`src/rtl/muldiv_sequencer.sv`:
```
// Iterative RV32M multiply/divide unit: 32-step shift-add / restoring divide with IDLE/CALC/FIN control.
// Optional MULDIV_EARLY_OUT_EN: divide-by-zero and signed-overflow divides skip CALC and finish in cycle 1.
module muldiv_sequencer #(
    parameter int XLEN = 32
) (
    input  logic            clk,
    input  logic            reset,
    input  logic            start,
    input  logic [2:0]      funct3,
    input  logic [XLEN-1:0] srcA,
    input  logic [XLEN-1:0] srcB,
    input  logic            flush,
    output logic            busy,
    output logic            stall,
    output logic            done,
    output logic [XLEN-1:0] result
);
    localparam int CW = $clog2(XLEN);

    typedef enum logic [1:0] {IDLE, CALC, FIN} state_t;

    state_t            state, state_nxt;
    logic [CW-1:0]     count;
    logic [2:0]        op;
    logic              sign_a, sign_b, div_zero, div_ovf;
    logic [XLEN-1:0]   src_a, opnd, result_q, fin_val;
    logic [2*XLEN-1:0] acc, acc_step, prod;

    logic              accept, a_signed, b_signed, sign_a_in, sign_b_in;
    logic              div_zero_in, div_ovf_in;
    logic [XLEN-1:0]   abs_a_in, abs_b_in;

    // Operand decode, done combinationally so magnitudes are latched in IDLE
    always_comb begin
        a_signed = 1'b0;
        b_signed = 1'b0;
        case (funct3)
            3'b000, 3'b001, 3'b100, 3'b110: begin a_signed = 1'b1; b_signed = 1'b1; end
            3'b010:                         a_signed = 1'b1;
            default: ;
        endcase
        sign_a_in   = a_signed & srcA[XLEN-1];
        sign_b_in   = b_signed & srcB[XLEN-1];
        abs_a_in    = sign_a_in ? -srcA : srcA;
        abs_b_in    = sign_b_in ? -srcB : srcB;
        div_zero_in = (srcB == '0);
        div_ovf_in  = funct3[2] & ~funct3[0] & (srcA == {1'b1, {(XLEN-1){1'b0}}}) & (&srcB);
    end

    assign accept = (state == IDLE) && start && !flush;

    // FSM: state register
    always_ff @(posedge clk) begin
        if (reset) state <= IDLE;
        else       state <= state_nxt;
    end

    // FSM: next state
    always_comb begin
        state_nxt = state;
        case (state)
            IDLE: if (accept) begin
`ifdef MULDIV_EARLY_OUT_EN
                if (funct3[2] && (div_zero_in || div_ovf_in)) state_nxt = FIN;
                else                                          state_nxt = CALC;
`else
                state_nxt = CALC;
`endif
            end
            CALC: if (count == CW'(XLEN-1)) state_nxt = FIN;
            FIN:  state_nxt = IDLE;
            default: state_nxt = IDLE;
        endcase
        if (flush) state_nxt = IDLE;
    end

    // FSM: outputs
    always_comb begin
        busy   = (state != IDLE);
        stall  = ((state == IDLE) && start) || (state == CALC);
        done   = (state == FIN) && !flush;
        result = done ? fin_val : result_q;
    end

    // One iteration: multiply adds opnd into the upper half and shifts right;
    // divide shifts left and subtracts the divisor when it fits.
    logic [XLEN:0]   mul_sum, div_up, div_diff;
    logic [2*XLEN:0] div_shift;
    always_comb begin
        mul_sum   = {1'b0, acc[2*XLEN-1:XLEN]} + {1'b0, (acc[0] ? opnd : {XLEN{1'b0}})};
        div_shift = {acc, 1'b0};
        div_up    = div_shift[2*XLEN:XLEN];
        div_diff  = div_up - {1'b0, opnd};
        if (!op[2])             acc_step = {mul_sum, acc[XLEN-1:1]};
        else if (!div_diff[XLEN]) acc_step = {div_diff[XLEN-1:0], acc[XLEN-2:0], 1'b1};
        else                    acc_step = div_shift[2*XLEN-1:0];
    end

    // Sign and special-case fix-up
    always_comb begin
        prod = (sign_a ^ sign_b) ? -acc : acc;
        case (op)
            3'b000:                 fin_val = prod[XLEN-1:0];
            3'b001, 3'b010, 3'b011: fin_val = prod[2*XLEN-1:XLEN];
            3'b100, 3'b101: begin
                if (div_zero)             fin_val = '1;
                else if (div_ovf)         fin_val = {1'b1, {(XLEN-1){1'b0}}};
                else if (sign_a ^ sign_b) fin_val = -acc[XLEN-1:0];
                else                      fin_val = acc[XLEN-1:0];
            end
            default: begin
                if (div_zero)     fin_val = src_a;
                else if (div_ovf) fin_val = '0;
                else if (sign_a)  fin_val = -acc[2*XLEN-1:XLEN];
                else              fin_val = acc[2*XLEN-1:XLEN];
            end
        endcase
    end

    always_ff @(posedge clk) begin
        if (reset) begin
            count    <= '0;
            op       <= '0;
            sign_a   <= 1'b0;
            sign_b   <= 1'b0;
            div_zero <= 1'b0;
            div_ovf  <= 1'b0;
            src_a    <= '0;
            opnd     <= '0;
            acc      <= '0;
            result_q <= '0;
        end else begin
            if (accept) begin
                count    <= '0;
                op       <= funct3;
                sign_a   <= sign_a_in;
                sign_b   <= sign_b_in;
                div_zero <= div_zero_in;
                div_ovf  <= div_ovf_in;
                src_a    <= srcA;
                opnd     <= funct3[2] ? abs_b_in : abs_a_in;
                acc      <= {{XLEN{1'b0}}, (funct3[2] ? abs_a_in : abs_b_in)};
            end else if (state == CALC) begin
                count <= count + 1'b1;
                acc   <= acc_step;
            end
            if (done) result_q <= fin_val;
        end
    end
endmodule
```
`config.mk`:
```
export PLATFORM = sky130hd
export DESIGN_NAME = muldiv_sequencer
export DESIGN_NICKNAME = d
export VERILOG_FILES = /design/src/rtl/muldiv_sequencer.sv
export SDC_FILE = /design/constraint.sdc
export NUM_CORES = 1
export LEC_CHECK = 0
export ABC_AREA = 1
export CORE_ASPECT_RATIO = 1.4
export CORE_UTILIZATION = 63
export CTS_BUF_LIST = sky130_fd_sc_hd__clkbuf_8
export CTS_CLUSTER_SIZE = 12
export DETAILED_ROUTE_END_ITERATION = 8
export HOLD_SLACK_MARGIN = 0.12
export PLACE_DENSITY = 0.88
export SLEW_MARGIN = 15
export SYNTH_ARGS = -nofsm -noshare
export SYNTH_HDL_FRONTEND = slang
export SYNTH_SLANG_ARGS = --single-unit
```
`constraint.sdc`:
```
create_clock -name clk -period 3.14 [get_ports clk]
set_input_delay 0.314 -clock clk [delete_from_list [all_inputs] [get_ports clk]]
set_output_delay 0.314 -clock clk [all_outputs]
set_load 0.01 [all_outputs]
```
==> metrics.md, run 1 <==
| Metric | Value |
|---|---|
| First Err | `[ERROR GRT-0116] Global routing finished with congestion. Check the congestion regions in the DRC Viewer.` |
| Synthesized cell area | `between 0.015 and 0.02 mm2` |
| Async SR Flop Fraction | `0%` |
| Clock sinks | `roughly 170` |
| Initial core utilization | `~65%` |
| Post-DP HPWL | `around 62 mm` |
| Post-synth top area cell | `nand2_1` |
| DIE WIDTH | `~150 um` |
| Total Routing Usage GR | `61.0%` |
| Failing step | `global routing` |
| Max H-tree Level | `4` |
| Largest net degree at the start of global routing | `64` |
| Top cell type's share of synthesized area | `22.8%` |
| CTS Hold Bufs | `0` |
| Mapped Cells | `3,390` |
| Std cell rows | `73` |
| Sequential-to-total area share from yosys stat | `18.8%` |
| Register bit total from synthesis | `174` |
| Avg Cell Area, Syn | `5.45 um2` |
| Syn_nets | `3,534` |
| DIE HEIGHT | `205 um` |
| Grt ovf | `43` |
| Synth warnings | `0` |
| CTS Root Buffer Type | `clkbuf_8` |
| Clk buf depth | `2` |
| EDFF count, synth | `0` |
| Port bufs | `about 110` |
| Outcome | `stopped before the end` |
| Vias in the first global route | `24,400` |
| Unique masters post-synth | `50` |
| Placer Congestion | `1.23` |
| First-pass GRT wire length | `141 mm` |
| Synth top area cells | `nand2_1 (23%), dfxtp_1 (19%), inv_1 (11%)` |
| Most common flop cell mapped by yosys | `dfxtp_1` |
| I/O pins | `around 110` |
| TritonCTS buffer count | `17` |
==> through the flow <==
step / setup slack, ns / hold slack, ns / setup TNS, ns / cell area, um2 / std cells
4_1_cts: -0.0250 / 0.424 / -0.0250 / 20900 / 3879
3_3_place_gp: 0.169 / 0.431 / 0 / 20100 / 3839
2_1_floorplan: 0.812 / 0.391 / 0 / 18500 / 3390
3_5_place_dp: 0.200 / 0.433 / 0 / 20100 / 3839
==> synth_stat cells, types with 7 or more instances <==
library cell	count
o22ai_1	7
dfxtp_1	174
nand2_2	12
o21bai_1	10
xor2_1	68
o21ai_0	170
nand4_1	38
buf_2	29
a31oi_1	11
a22oi_1	10
inv_1	521
o21ai_1	11
clkbuf_1	65
nand3b_1	9
or2_2	8
nor2_1	289
nor3_1	30
inv_2	15
nand2_1	1124
a21oi_1	225
a221oi_1	31
o211ai_1	32
nor2_2	19
ha_1	71
nand3_1	336
==> per-layer routing <==
layer  GRT overflow  global-route usage (%)
met4             26                    56.5
met5              0                    3.50
met1              0                    65.1
met3              0                    35.1
met2             17                    83.6
==> cells by family after synthesis <==
kind of cell / after synthesis / share of synthesized area, %
and+or+nand+nor: 1887 / 42.5
buffers and inverters: 649 / 13.7
AOI/OAI and AO/OA: 533 / 16.4
DFF: 174 / 18.8
xor gates and xnor gates: 74 / 3.51
adders and majority gates: 73 / 5.02
==> what timing repair did <==
action / CTS
buffers inserted: 7
gates resized for setup: 102
endpoints found under the setup margin: 32
pin swaps: 10
cloned: 2
==> run 2, diff against run 1 <==
CORE_ASPECT_RATIO = default   (was 1.4)
CORE_UTILIZATION = 40   (was 63)
CTS_BUF_LIST = default   (was sky130_fd_sc_hd__clkbuf_8)
CTS_CLUSTER_SIZE = default   (was 12)
HOLD_SLACK_MARGIN = default   (was 0.12)
PLACE_DENSITY = default   (was 0.88)
PLACE_DENSITY_LB_ADDON = 0.15   (was default)
==> metrics.md, run 2 <==
| Metric | Value |
|---|---|
| DRC viols | `0` |
| Capturing element type of the critical path | `primary output` |
| Critical path required time | `2.83 ns` |
| WHS Path Cells | `2` |
| Worst vdd ir | `0.000302 V` |
| Initial core utilization | `40.6%` |
| Pwr dens | `between 300 and 400 mW/mm2` |
| CTS Hold Bufs | `0` |
| Max H-tree Level | `4` |
| Post-synth top area cell | `nand2_1` |
| Synth Area in Simple Gates | `42.5%` |
| Placer Congestion | `1.08` |
| Fin Setup TNS | `-0.0128 ns` |
| Crit path DAT | `2.84 ns` |
| I/O pins | `between 100 and 150` |
| Max FFs per register | `64` |
| Synthesized cell area | `approximately 0.018 mm2` |
| Critical path class | `flip-flop to primary output` |
| ANT nets after route | `0` |
| Std cell rows | `78` |
| Dpl cells | `4,125` |
| DIE WIDTH | `between 200 and 250 um` |
| Post-Synth XOR/XNOR Area | `3.51%` |
| Top cell type's share of synthesized area | `22.8%` |
| Async SR Flop Fraction | `0%` |
| Synth top area cells | `nand2_1 (23%), dfxtp_1 (19%), inv_1 (11%)` |
| Wire length on met1 | `39.4 mm` |
| Setup violations, final | `1` |
| Slew HR | `between 50% and 60%` |
| Hold Path Class | `primary input to flip-flop` |
| Die Area | `0.0471 mm2` |
| Avg Cell Area, Syn | `5.45 um2` |
| Pre-CTS WS | `about 0.12 ns` |
| DR vias | `~24,000` |
| 1st-iter DRT viols | `2,619` |
| PnR worst setup slack | `-0.0128 ns` |
| Metal2 WL | `41.5 mm` |
| Drt via density | `5.68` |
| Post-route cell area | `approximately 0.022 mm2` |
| Post-DP HPWL | `78.9 mm` |
| Register bit total from synthesis | `174` |
| Mapped Cells | `around 3,400` |
| Port bufs | `105` |
| Total Routing Usage GR | `between 40 and 50%` |
| Worst R2R Path Depth | `14` |
| Min cycle time layout | `3.15 ns` |
| Clock sinks | `174` |
| Clk_skew | `0.0124 ns` |
| Commonest non-fill, non-tap cell in the layout | `nand2_1` |
| Reg clk slew, reported paths | `0.08 ns` |
| First-pass GRT wire length | `140 mm` |
| Antenna violations before repair | `2` |
| Clk buf depth | `2` |
| Largest net degree at the start of global routing | `between 60 and 70` |
| WL final | `a little under 100 mm` |
| Worst skew pair latency | `0.49 ns` |
| CTS tree | `built` |
| Failing checks | `setup timing` |
| Syn_nets | `about 3,500` |
| Actual slew at the worst max-slew pin | `0.717 ns` |
| Most common cell in the synthesized netlist | `nand2_1` |
| CP Launch Type | `flip-flop` |
| Period utilization | `100%` |
| Fin Hold WS | `0.112 ns` |
| Final Hold Fails | `0` |
| CTS Root Buffer Type | `clkbuf_16` |
| Commonest cells post-synth | `nand2_1 (1,124), inv_1 (521), nand3_1 (336), nor2_1 (289), a21oi_1 (225)` |
| Max Fanout on Critical Path | `5` |
| Max-slew violations | `0` |
| RSZ-0062 raised after global routing | `true` |
| # nets final | `roughly 3,700` |
| DRT Pass-1 Iters | `8` |
| Unique masters post-synth | `50` |
| Synth warnings | `0` |
| Max-Cap Viols | `0` |
| Commonest cells after routing, fill and taps aside | `nand2_1 (1,102), inv_1 (508), nand3_1 (323)` |
| TritonCTS buffer count | `17` |
| Grt ovf | `0` |
| Met3 wire len | `8.98 mm` |
| Leak | `0.0121 uW` |
| DIE HEIGHT | `217 um` |
| Post-synthesis mux area share | `0%` |
| Synthesis-to-layout area growth | `21.0%` |
| Reg2Reg Setup Slack | `0.15 ns` |
| Layout cells sized above 1 | `between 10% and 20%` |
| DP Area | `0.0209 mm2` |
| Most flop-heavy register | `acc` |
| Compound-Gate Fraction of Synth Area | `between 15 and 20%` |
| Post-synthesis adder-cell area fraction | `under 10%` |
| Max Clock Freq | `0.317 GHz` |
| Finished Layout Cells | `~4,200` |
| Outcome | `finished with violations` |
| Wirelength per Cell | `23.1 um` |
| Main combinational cell family by area after synthesis | `simple AND/OR/NAND/NOR gates` |
| Top Metal Used | `met5` |
| EDFF count, synth | `0` |
| Core area | `0.0455 mm2` |
| Vias in the first global route | `between 20,000 and 25,000` |
| Sequential-to-total area share from yosys stat | `18.8%` |
| Most common flop cell mapped by yosys | `dfxtp_1` |
## run 2: what timing repair did
action                     CTS  global route
setup endpoints to repair   32            28
resized for setup          152            91
setup buffers                9             8
cloned                       1             0
pin swaps                   18            15
## run 2: final timing paths
kind / startpoint / endpoint
setup / recovery: acc[3] / result[27]
hold / removal: reset / opnd[24]
setup reg to reg: opnd[27] / acc[57]
hold reg to reg: src_a[22] / src_a[22]
## run 2: final cells by class
type | instances | area (um2)
Antenna cell | 1 | 2.50
Clock buffer | 19 | 443
Clock inverter | 13 | 175
Fill cell | 5044 | 23100
Inverter | 539 | 2040
Multi-Input combinational cell | 2567 | 13000
Sequential cell | 174 | 3520
Tap cell | 600 | 751
Timing Repair Buffer | 263 | 2400
## run 2: cell families after synthesis
kind of cell             Yosys count
adder cells (fa/ha/maj)           73
AO/OA/AOI/OAI                    533
AND/OR/NAND/NOR                 1887
flip-flops                       174
XOR/XNOR                          74
buffers and inverters            649
## run 2: critical path, cell delays in order (launching register included)
cell,delay [ns]
dfxtp_1,0.37
nor2_2,0.18
nand3_2,0.12
nor2_4,0.18
nand2_4,0.12
nand2_4,0.10
nand2_2,0.11
nand2_1,0.08
nand3_1,0.15
nand2_1,0.10
inv_1,0.05
nand2_1,0.09
nand2_1,0.10
nand2_1,0.07
clkdlybuf4s50_1,0.53
## run 2: through the flow
stage                     util, %  power [uW]
after CTS                    48.5        8670
after floorplan                 -        4710
after global placement       46.0        6200
after global routing         49.2        9260
after detailed placement     46.0        6180
final                        49.2        8880
## run 2: routing by layer
metal	vias to the layer above	global-route usage (%)
li1	11200	-
met1	11000	51.8
met2	1292	62.5
met3	276	7.87
met4	2	25.0
met5	-	0
## run 2: where the power goes
group          total, uW  switching, uW  internal (uW)
clock network       2350           1060           1290
logic               4030           2750           1270
registers           2500            178           2320
(Power assumes the default switching activity.)
